`src/rtl/multi_gate_unit.sv`:
```
// Multi-channel logic-gate unit: per-channel runtime-selectable reduction gate,
// two-stage valid-qualified pipeline and saturating per-channel toggle counters.
module multi_gate_unit #(
   parameter int unsigned CHANNELS = 2,
   parameter int unsigned INPUTS   = 4,
   parameter int unsigned CNT_W    = 8,
   localparam int unsigned MCH_W   = (CHANNELS > 1) ? $clog2(CHANNELS) : 1
) (
   input  logic                         clk,
   input  logic                         reset,
   input  logic [CHANNELS*INPUTS-1:0]   in_bus,
   input  logic                         in_valid,
   input  logic                         mode_wr,
   input  logic [MCH_W-1:0]             mode_ch,
   input  logic [2:0]                   mode_data,
   input  logic                         cnt_clr,
   output logic [CHANNELS-1:0]          y,
   output logic                         y_valid,
   output logic [CHANNELS*CNT_W-1:0]    toggle_cnt
);

   localparam logic [2:0] MODE_AND  = 3'b000;
   localparam logic [2:0] MODE_NAND = 3'b001;
   localparam logic [2:0] MODE_OR   = 3'b010;
   localparam logic [2:0] MODE_NOR  = 3'b011;
   localparam logic [2:0] MODE_XOR  = 3'b100;
   localparam logic [2:0] MODE_XNOR = 3'b101;
   localparam logic [2:0] MODE_BUF  = 3'b110;

   logic [CHANNELS-1:0][2:0]        mode_q, mode_d;
   logic [CHANNELS-1:0][2:0]        s1_mode_q, s1_mode_d;
   logic [CHANNELS*INPUTS-1:0]      s1_data_q, s1_data_d;
   logic                            s1_valid_q, s1_valid_d;
   logic [CHANNELS-1:0]             y_q, y_d;
   logic                            y_valid_q, y_valid_d;
   logic [CHANNELS-1:0][CNT_W-1:0]  cnt_q, cnt_d;
   logic [CHANNELS-1:0]             eval_y;

   function automatic logic gate_eval(input logic [2:0] code, input logic [INPUTS-1:0] d);
      case (code)
         MODE_AND:  return &d;
         MODE_NAND: return ~&d;
         MODE_OR:   return |d;
         MODE_NOR:  return ~|d;
         MODE_XOR:  return ^d;
         MODE_XNOR: return ~^d;
         MODE_BUF:  return d[0];
         default:   return ~d[0];
      endcase
   endfunction

   always_comb begin
      mode_d     = mode_q;
      s1_valid_d = in_valid;
      s1_data_d  = in_valid ? in_bus : s1_data_q;
      // Snapshot taken from the pre-write mode registers, so a same-edge write
      // only affects later captures.
      s1_mode_d  = in_valid ? mode_q : s1_mode_q;
      y_valid_d  = s1_valid_q;
      y_d        = y_q;
      cnt_d      = cnt_q;
      eval_y     = '0;
      for (int unsigned c = 0; c < CHANNELS; c++) begin
         if (mode_wr && (32'(mode_ch) == c))
            mode_d[c] = mode_data;
         eval_y[c] = gate_eval(s1_mode_q[c], s1_data_q[c*INPUTS +: INPUTS]);
         if (s1_valid_q)
            y_d[c] = eval_y[c];
         if (cnt_clr)
            cnt_d[c] = '0;
         else if (s1_valid_q && (eval_y[c] != y_q[c]) && (cnt_q[c] != '1))
            cnt_d[c] = cnt_q[c] + CNT_W'(1);
      end
   end

   always_ff @(posedge clk or posedge reset) begin
      if (reset) begin
         mode_q     <= {CHANNELS{MODE_NAND}};
         s1_mode_q  <= '0;
         s1_data_q  <= '0;
         s1_valid_q <= 1'b0;
         y_q        <= '0;
         y_valid_q  <= 1'b0;
         cnt_q      <= '0;
      end else begin
         mode_q     <= mode_d;
         s1_mode_q  <= s1_mode_d;
         s1_data_q  <= s1_data_d;
         s1_valid_q <= s1_valid_d;
         y_q        <= y_d;
         y_valid_q  <= y_valid_d;
         cnt_q      <= cnt_d;
      end
   end

   assign y          = y_q;
   assign y_valid    = y_valid_q;
   assign toggle_cnt = cnt_q;

endmodule

```
`config.mk`:
```
export PLATFORM = sky130hd
export DESIGN_NAME = multi_gate_unit
export DESIGN_NICKNAME = d
export VERILOG_FILES = /design/src/rtl/multi_gate_unit.sv
export SDC_FILE = /design/constraint.sdc
export NUM_CORES = 1
export LEC_CHECK = 0
export ABC_CLOCK_PERIOD_IN_PS = 6400
export CAP_MARGIN = 15
export CORE_MARGIN = 2
export CORE_UTILIZATION = 57
export DETAILED_ROUTE_END_ITERATION = 10
export PLACE_DENSITY = 0.88
export SLEW_MARGIN = 20
export SYNTH_ARGS = -nofsm -noshare
export SYNTH_HDL_FRONTEND = slang
export SYNTH_SLANG_ARGS = --single-unit
```
`constraint.sdc`:
```
create_clock -name clk -period 6.4 [get_ports clk]
set_input_delay 1.28 -clock clk [delete_from_list [all_inputs] [get_ports clk]]
set_output_delay 1.28 -clock clk [all_outputs]
set_load 0.005 [all_outputs]
```
==> metrics, run 1 <==
status completed; DRC errors left 0; port bufs 35; Sink Count 40; final hold violation count 0; setup_tns 0 ps; root buf cell clkbuf_8; Clk Latency, worst-skew pair about 290 ps; Synth area leaders dfrtp_1 (44%), mux2_2 (10%), ha_1 (5.8%); crit end category output pin; max incr delay on CP roughly 540 ps; Max-Cap Viols 0; DR vias 1672; CTS tree done; Hold Crit Endpoint s1_mode_q[2]; HP Class reg -> reg; Post-synth EDFFs 0; Seq/Total Area, Yosys between 40% and 50%; Die Wd between 60 and 70 µm; antenna violations before repair 0; Core Region around 0.0037 mm²; DR vias/cell approximately 5.7; Routed WL per cell around 14 µm; CP Max Fanout 6; vias in the first global route between 1500 and 2000; post-synthesis async set-or-reset flop share 100%; Mean Syn Cell Area approximately 11 µm²; CP startpoint kind register; skew final approximately 7.5 ps; die footprint 0.00431 mm²; final setup vio count 0; synthesis-stage register bit count 40; arrival time at the worst endpoint between 1000 and 1500 ps; CP Cell Sequence clkdlybuf4s50_1; critical path's slowest cell clkdlybuf4s50_1; CTS Buf Count 5; CTS Hold Buffers Added 0; CTS clock-pin slew for the worst setup and hold paths approximately 80 ps; RSZ-0062 raised after global routing false; Peak supply drop between 0.0002 and 0.00025 V; Syn Inst Count a little over 200; commonest cells in the netlist dfrtp_1 (38), mux2_2 (20), nand2_1 (16), nor2_1 (13); Worst Setup SP toggle_cnt[14]; syn nets about 230; GPL Wtd Cong between 0.7 and 0.8; worst hold stages 1; Leak between 1 and 1.5 nW; post-CTS setup buffers 0; critical path class reg -> out; Max Slew Vio Count 0; fin cells 292; Tmin final ~2600 ps; top cell type by total area after synthesis dfrtp_1; Initial Util 59.2%; Worst-Margin Slew just under 800 ps; Synth cell types between 40 and 50; ANT cells 0; FF-to-FF Start s1_data_q[0]; First-pass DRT Iterations 4; First DRT Iteration DRCs 120; yosys warns 0; dpl ws about 3600 ps; top-area cell type share of the netlist area a little over two fifths; pin count of the biggest net entering global routing 41; GRT overflow 0; count leader, synth dfrtp_1; Post-Place Cells about 280; delay-heaviest family, CP buffers and inverters; FMAX between 0.3 and 0.4 GHz; Antenna Nets Post-Route 0; post-layout util between 70% and 80%; chip height 65.7 µm; first-pass GRT wire length approximately 7200 µm; I/O pin count 36; crit share post-route between 30% and 40%; PD cells roughly 270 mW/mm²; H-Tree Depth 2; FP Rows 22; Post-Syn Area 0.00217 mm²; fin nets 270; Area growth syn-to-layout 23.4%; Total GRT Usage between 20 and 25%; dpl hpwl roughly 2900 µm; total wire length ~4000 µm; Crit path required time just over 5000 ps; Slew Limit Headroom around half; Clock Path Buffers 2; Worst Reg2Reg Path Length in Cells 8; reg2reg end toggle_cnt[6]; layout cells sized above 1 between 10% and 20%; fin worst setup slack between 3000 and 4000 ps; Most used DFF post-synth dfrtp_1; R2R Setup Slk 3880 ps; fin area ~0.0027 mm²; placed cell area between 0.002 and 0.003 mm²; CTS-repair resized insts 0; min-delay src mode_q[2]; CP bufs+invs 1
logic make-up (layout without fill, tap and decap cells):
group,count (synthesis),in the layout,synth area share (%)
AND/OR/NAND/NOR,73,73,19.9
AO/OA/AOI/OAI,35,35,9.87
buffers and inverters,16,55,2.77
XOR/XNOR,7,7,3.18
multiplexers,24,24,12.2
flip-flops,40,40,46.3
adder cells (fa/ha/maj),10,10,5.77
per-layer routing:
layer / global-route usage, % / vias up / share of wire (%)
li1: - / 810 / -
met5: 0 / - / 0
met4: 7.81 / 0 / 2.3
met2: 36.4 / 31 / 47
met1: 27.9 / 821 / 47
met3: 3.77 / 10 / 3.6
per-stage QoR:
stage / hold slack, ps / power [mW]
final: 510 / 0.734
after global routing: 531 / 0.780
after CTS: 519 / 0.739
after detailed placement: 499 / 0.538
after global placement: 485 / 0.530
after floorplan: 456 / 0.465
power breakdown:
group / switching [mW] / total, mW / leakage [nW] / internal, mW
Clock: 0.0845 / 0.200 / 0.0552 / 0.116
Sequential: 0.0406 / 0.327 / 0.504 / 0.287
Combinational: 0.0922 / 0.206 / 0.586 / 0.114
Total: 0.217 / 0.734 / 1.14 / 0.516
flip-flops by register name, summed over array words and instances, names as in the netlist:
register	flops
s1_valid_q	1
y	2
y_valid	1
mode_q	6
s1_data_q	8
s1_mode_q	6
toggle_cnt	16
cell type report:
class / instances / area (µm²)
inverters: 11 / 41.3
multi-input cells: 149 / 1100
fillers: 261 / 987
well taps: 48 / 60.1
repair buffers: 36 / 358
clock inverters: 2 / 35.0
clock buffers: 6 / 72.6
flip-flops and latches: 40 / 1000
worst max-delay path by stage:
stage | endpoint | slack [ps] | depth (start not counted)
4_1_cts | y[1] | 3840 | 1
5_1_grt | toggle_cnt[6] | 3660 | 8
3_3_place_gp | toggle_cnt[14] | 3610 | 4
6_report | toggle_cnt[14] | 3840 | 1
3_5_place_dp | toggle_cnt[14] | 3580 | 4
2_1_floorplan | toggle_cnt[6] | 4140 | 8
layout by cell type (no fill, tap or decap), types with 4 or more instances in the layout:
master           instances
dfrtp_1                 38
clkdlybuf4s50_1         35
mux2_2                  20
nand2_1                 16
nor2_1                  13
inv_1                   11
o21ai_0                 11
a21oi_1                 10
ha_1                    10
nand3_1                  7
nand4_1                  6
nand2b_1                 6
xnor2_1                  5
nor2b_1                  5
clkbuf_8                 5
mux2i_1                  4
(Power assumes the default switching activity.)
==> run 2, diff against run 1 <==
--- a/config.mk
+++ b/config.mk
@@ -5,12 +5,12 @@
 export SDC_FILE = /design/constraint.sdc
 export NUM_CORES = 1
 export LEC_CHECK = 0
-export ABC_CLOCK_PERIOD_IN_PS = 6400
+export ABC_CLOCK_PERIOD_IN_PS = 2250
 export CAP_MARGIN = 15
 export CORE_MARGIN = 2
-export CORE_UTILIZATION = 57
+export CORE_UTILIZATION = 48
 export DETAILED_ROUTE_END_ITERATION = 10
-export PLACE_DENSITY = 0.88
+export PLACE_DENSITY = 0.79
 export SLEW_MARGIN = 20
 export SYNTH_ARGS = -nofsm -noshare
 export SYNTH_HDL_FRONTEND = slang
==> constraint.sdc (replaced) <==
create_clock -name clk -period 2.25 [get_ports clk]
set_input_delay 0.45 -clock clk [delete_from_list [all_inputs] [get_ports clk]]
set_output_delay 0.45 -clock clk [all_outputs]
set_load 0.005 [all_outputs]
==> run 2 against run 1 <==
Compared with the run above: the flow now finishes with violations (setup timing); global-route usage is 2.0 points lower; die area grew 18%; worst setup slack worse by 3800 ps; sequential share of layout area decreased by 3.8 points; non-clock buffer count rose by 17; clock skew is 1.5 ps higher; register-to-register slack worse by 3900 ps; largest cell class unchanged.
==> metrics, run 2 (synthesis gave the netlist of run 1 again) <==
Die Wd 71.2 µm (+8.4%); vias in the first global route 1717 (+2.6%); Slew Limit Headroom 61.5% (+13 points); GPL Wtd Cong 0.852 (+12%); I/O pin count 36 (unchanged); skew final 9.04 ps (+1.51 ps); dpl hpwl 2980 µm (+3.6%); status complete, but fails checks; Leak 1.24 nW (+8.3%); Max-Cap Viols 0 (unchanged); Sink Count 40 (unchanged); antenna violations before repair 0 (unchanged); Clock power frac 20.2% (-7.1 points); chip height 71.2 µm (+8.4%); CTS clock-pin slew for the worst setup and hold paths 70 ps (about the same); CP Max Fanout 7 (+1); HP Class reg -> reg; root buf cell clkbuf_8; GRT overflow 0 (unchanged); PD cells 748 mW/mm² (+170%); H-Tree Depth 2 (unchanged); die footprint 0.00507 mm² (+18%); First-pass DRT Iterations 4 (unchanged); Routed WL per cell 14.3 µm (+2.7%); Worst Reg2Reg Path Length in Cells 8 (unchanged); DRC errors left 0 (unchanged); CTS Buf Count 5 (unchanged); fin nets 287 (+6.3%); RSZ-0062 raised after global routing true; Core Region 0.00435 mm² (+19%); Peak supply drop 0.000477 V (+130%); Psw 0.699 mW (+220%); Worst-Margin Slew 575 ps (-198 ps); min-delay src mode_q[4]; Crit path required time 2480 ps (-2640 ps); DR vias 1730 (+3.5%); total wire length 4450 µm (+9.7%); First DRT Iteration DRCs 112 (-6.7%); CTS tree done; reg2reg end toggle_cnt[15]; Initial Util 49.8% (-9.4 points); FMAX roughly 0.44 GHz; Clk Latency, worst-skew pair 290 ps (about the same); Clock Path Buffers 2 (unchanged); layout cells sized above 1 35.4% (+19 points); fin worst setup slack -3.56 ps (-3850 ps); Antenna Nets Post-Route 0 (unchanged); CTS Hold Buffers Added 0 (unchanged); CP startpoint kind register; arrival time at the worst endpoint 2480 ps (+1200 ps); FP Rows 24 (+9.1%); port bufs 35 (unchanged); Worst Setup SP s1_data_q[4]; Total GRT Usage 19.6% (-2.0 points); most frequent cells in the layout dfrtp_1 (38), clkdlybuf4s50_1 (35), buf_4 (17); combinational share of power 37.6% (+9.5 points); Tmin final between 2000 and 2500 ps; Worst Hold Slack 507 ps (-2.98 ps); R2R Setup Slk -4 ps (-3880 ps); pin count of the biggest net entering global routing 41 (unchanged); Sw Share 31.4% (+1.8 points); post-layout util 68.2% (-4.8 points); Area growth syn-to-layout 37.1%; failing checks setup timing; Fillers 346 (+33%); crit share post-route 100%; Max Slew Vio Count 0 (unchanged); Hold Crit Endpoint mode_q[4]; final hold violation count 0 (unchanged); critical path class reg -> reg; commonest non-fill, non-tap cell in the layout dfrtp_1; worst hold stages 1 (unchanged); first-pass GRT wire length 7780 µm (+7.4%); final setup vio count 2 (+2); crit end category register; ANT cells 0 (unchanged); Reg power frac 42.2% (-2.4 points); internal power 1.52 mW (+190%); FF-to-FF Start s1_data_q[4]; DR vias/cell 5.54 (-3.2%); max FFs per register 16 (unchanged)
## run 2: cell types whose count changed in the layout (fill, tap and decap cells not counted), sizes merged
cell and change:
buf +17, bufinv -1
## run 2: worst max-delay path by stage
stage and endpoint:
2_1_floorplan toggle_cnt[6], 3_3_place_gp toggle_cnt[15], 3_5_place_dp toggle_cnt[11], 4_1_cts toggle_cnt[15], 5_1_grt toggle_cnt[12], 6_report toggle_cnt[15]
## run 2: area by class of cell
class	count	area [µm²]	area share, %
clock inverters	1	5.00	0.168
inverters	11	41.3	1.39
flip-flops and latches	40	1000	33.8
well taps	52	65.1	2.19
repair buffers	53	489	16.5
clock buffers	6	72.6	2.44
multi-input cells	149	1290	43.6
## run 2: power groups by stage
stage	combinational (mW)	clock (mW)	sequential, mW
floorplan	0.406	0	0.917
global placement	0.614	0	0.939
detailed placement	0.630	0	0.946
CTS	0.732	0.461	0.933
global route	0.916	0.486	0.964
finish	0.835	0.449	0.937
## run 2: what timing repair did
item,in CTS,in global routing
pin swaps,9,10
setup endpoints to repair,10,14
setup buffers,5,4
hold endpoints to repair,0,0
resized for setup,16,30
## run 2: layer usage
layer / routed length (µm) / track usage [%]
met5: 0 / 0
met4: 82 / 8.81
met3: 187 / 4.27
met2: 2240 / 32.1
met1: 1940 / 24.8
## run 2: per-stage QoR
stage	power [mW]	setup WS (ps)	cell area, µm²	cells	setup TNS (ps)
2_1_floorplan	1.32	23.8	2170	205	0
3_3_place_gp	1.55	-17.0	2630	296	-44.1
3_5_place_dp	1.58	-57.4	2630	296	-245
4_1_cts	2.13	-60.2	2820	308	-86.2
5_1_grt	2.37	-87.3	2970	312	-484
6_report	2.22	-3.56	2970	312	-6.72
## run 2: worst max-delay path, stage by stage, from the launching register on
cell     delay [ps]
dfrtp_1         390
buf_6           120
ha_4            150
a21o_4          210
and4b_4         180
nor4_4          320
xnor2_2         180
or4_4           510
a21oi_2         120
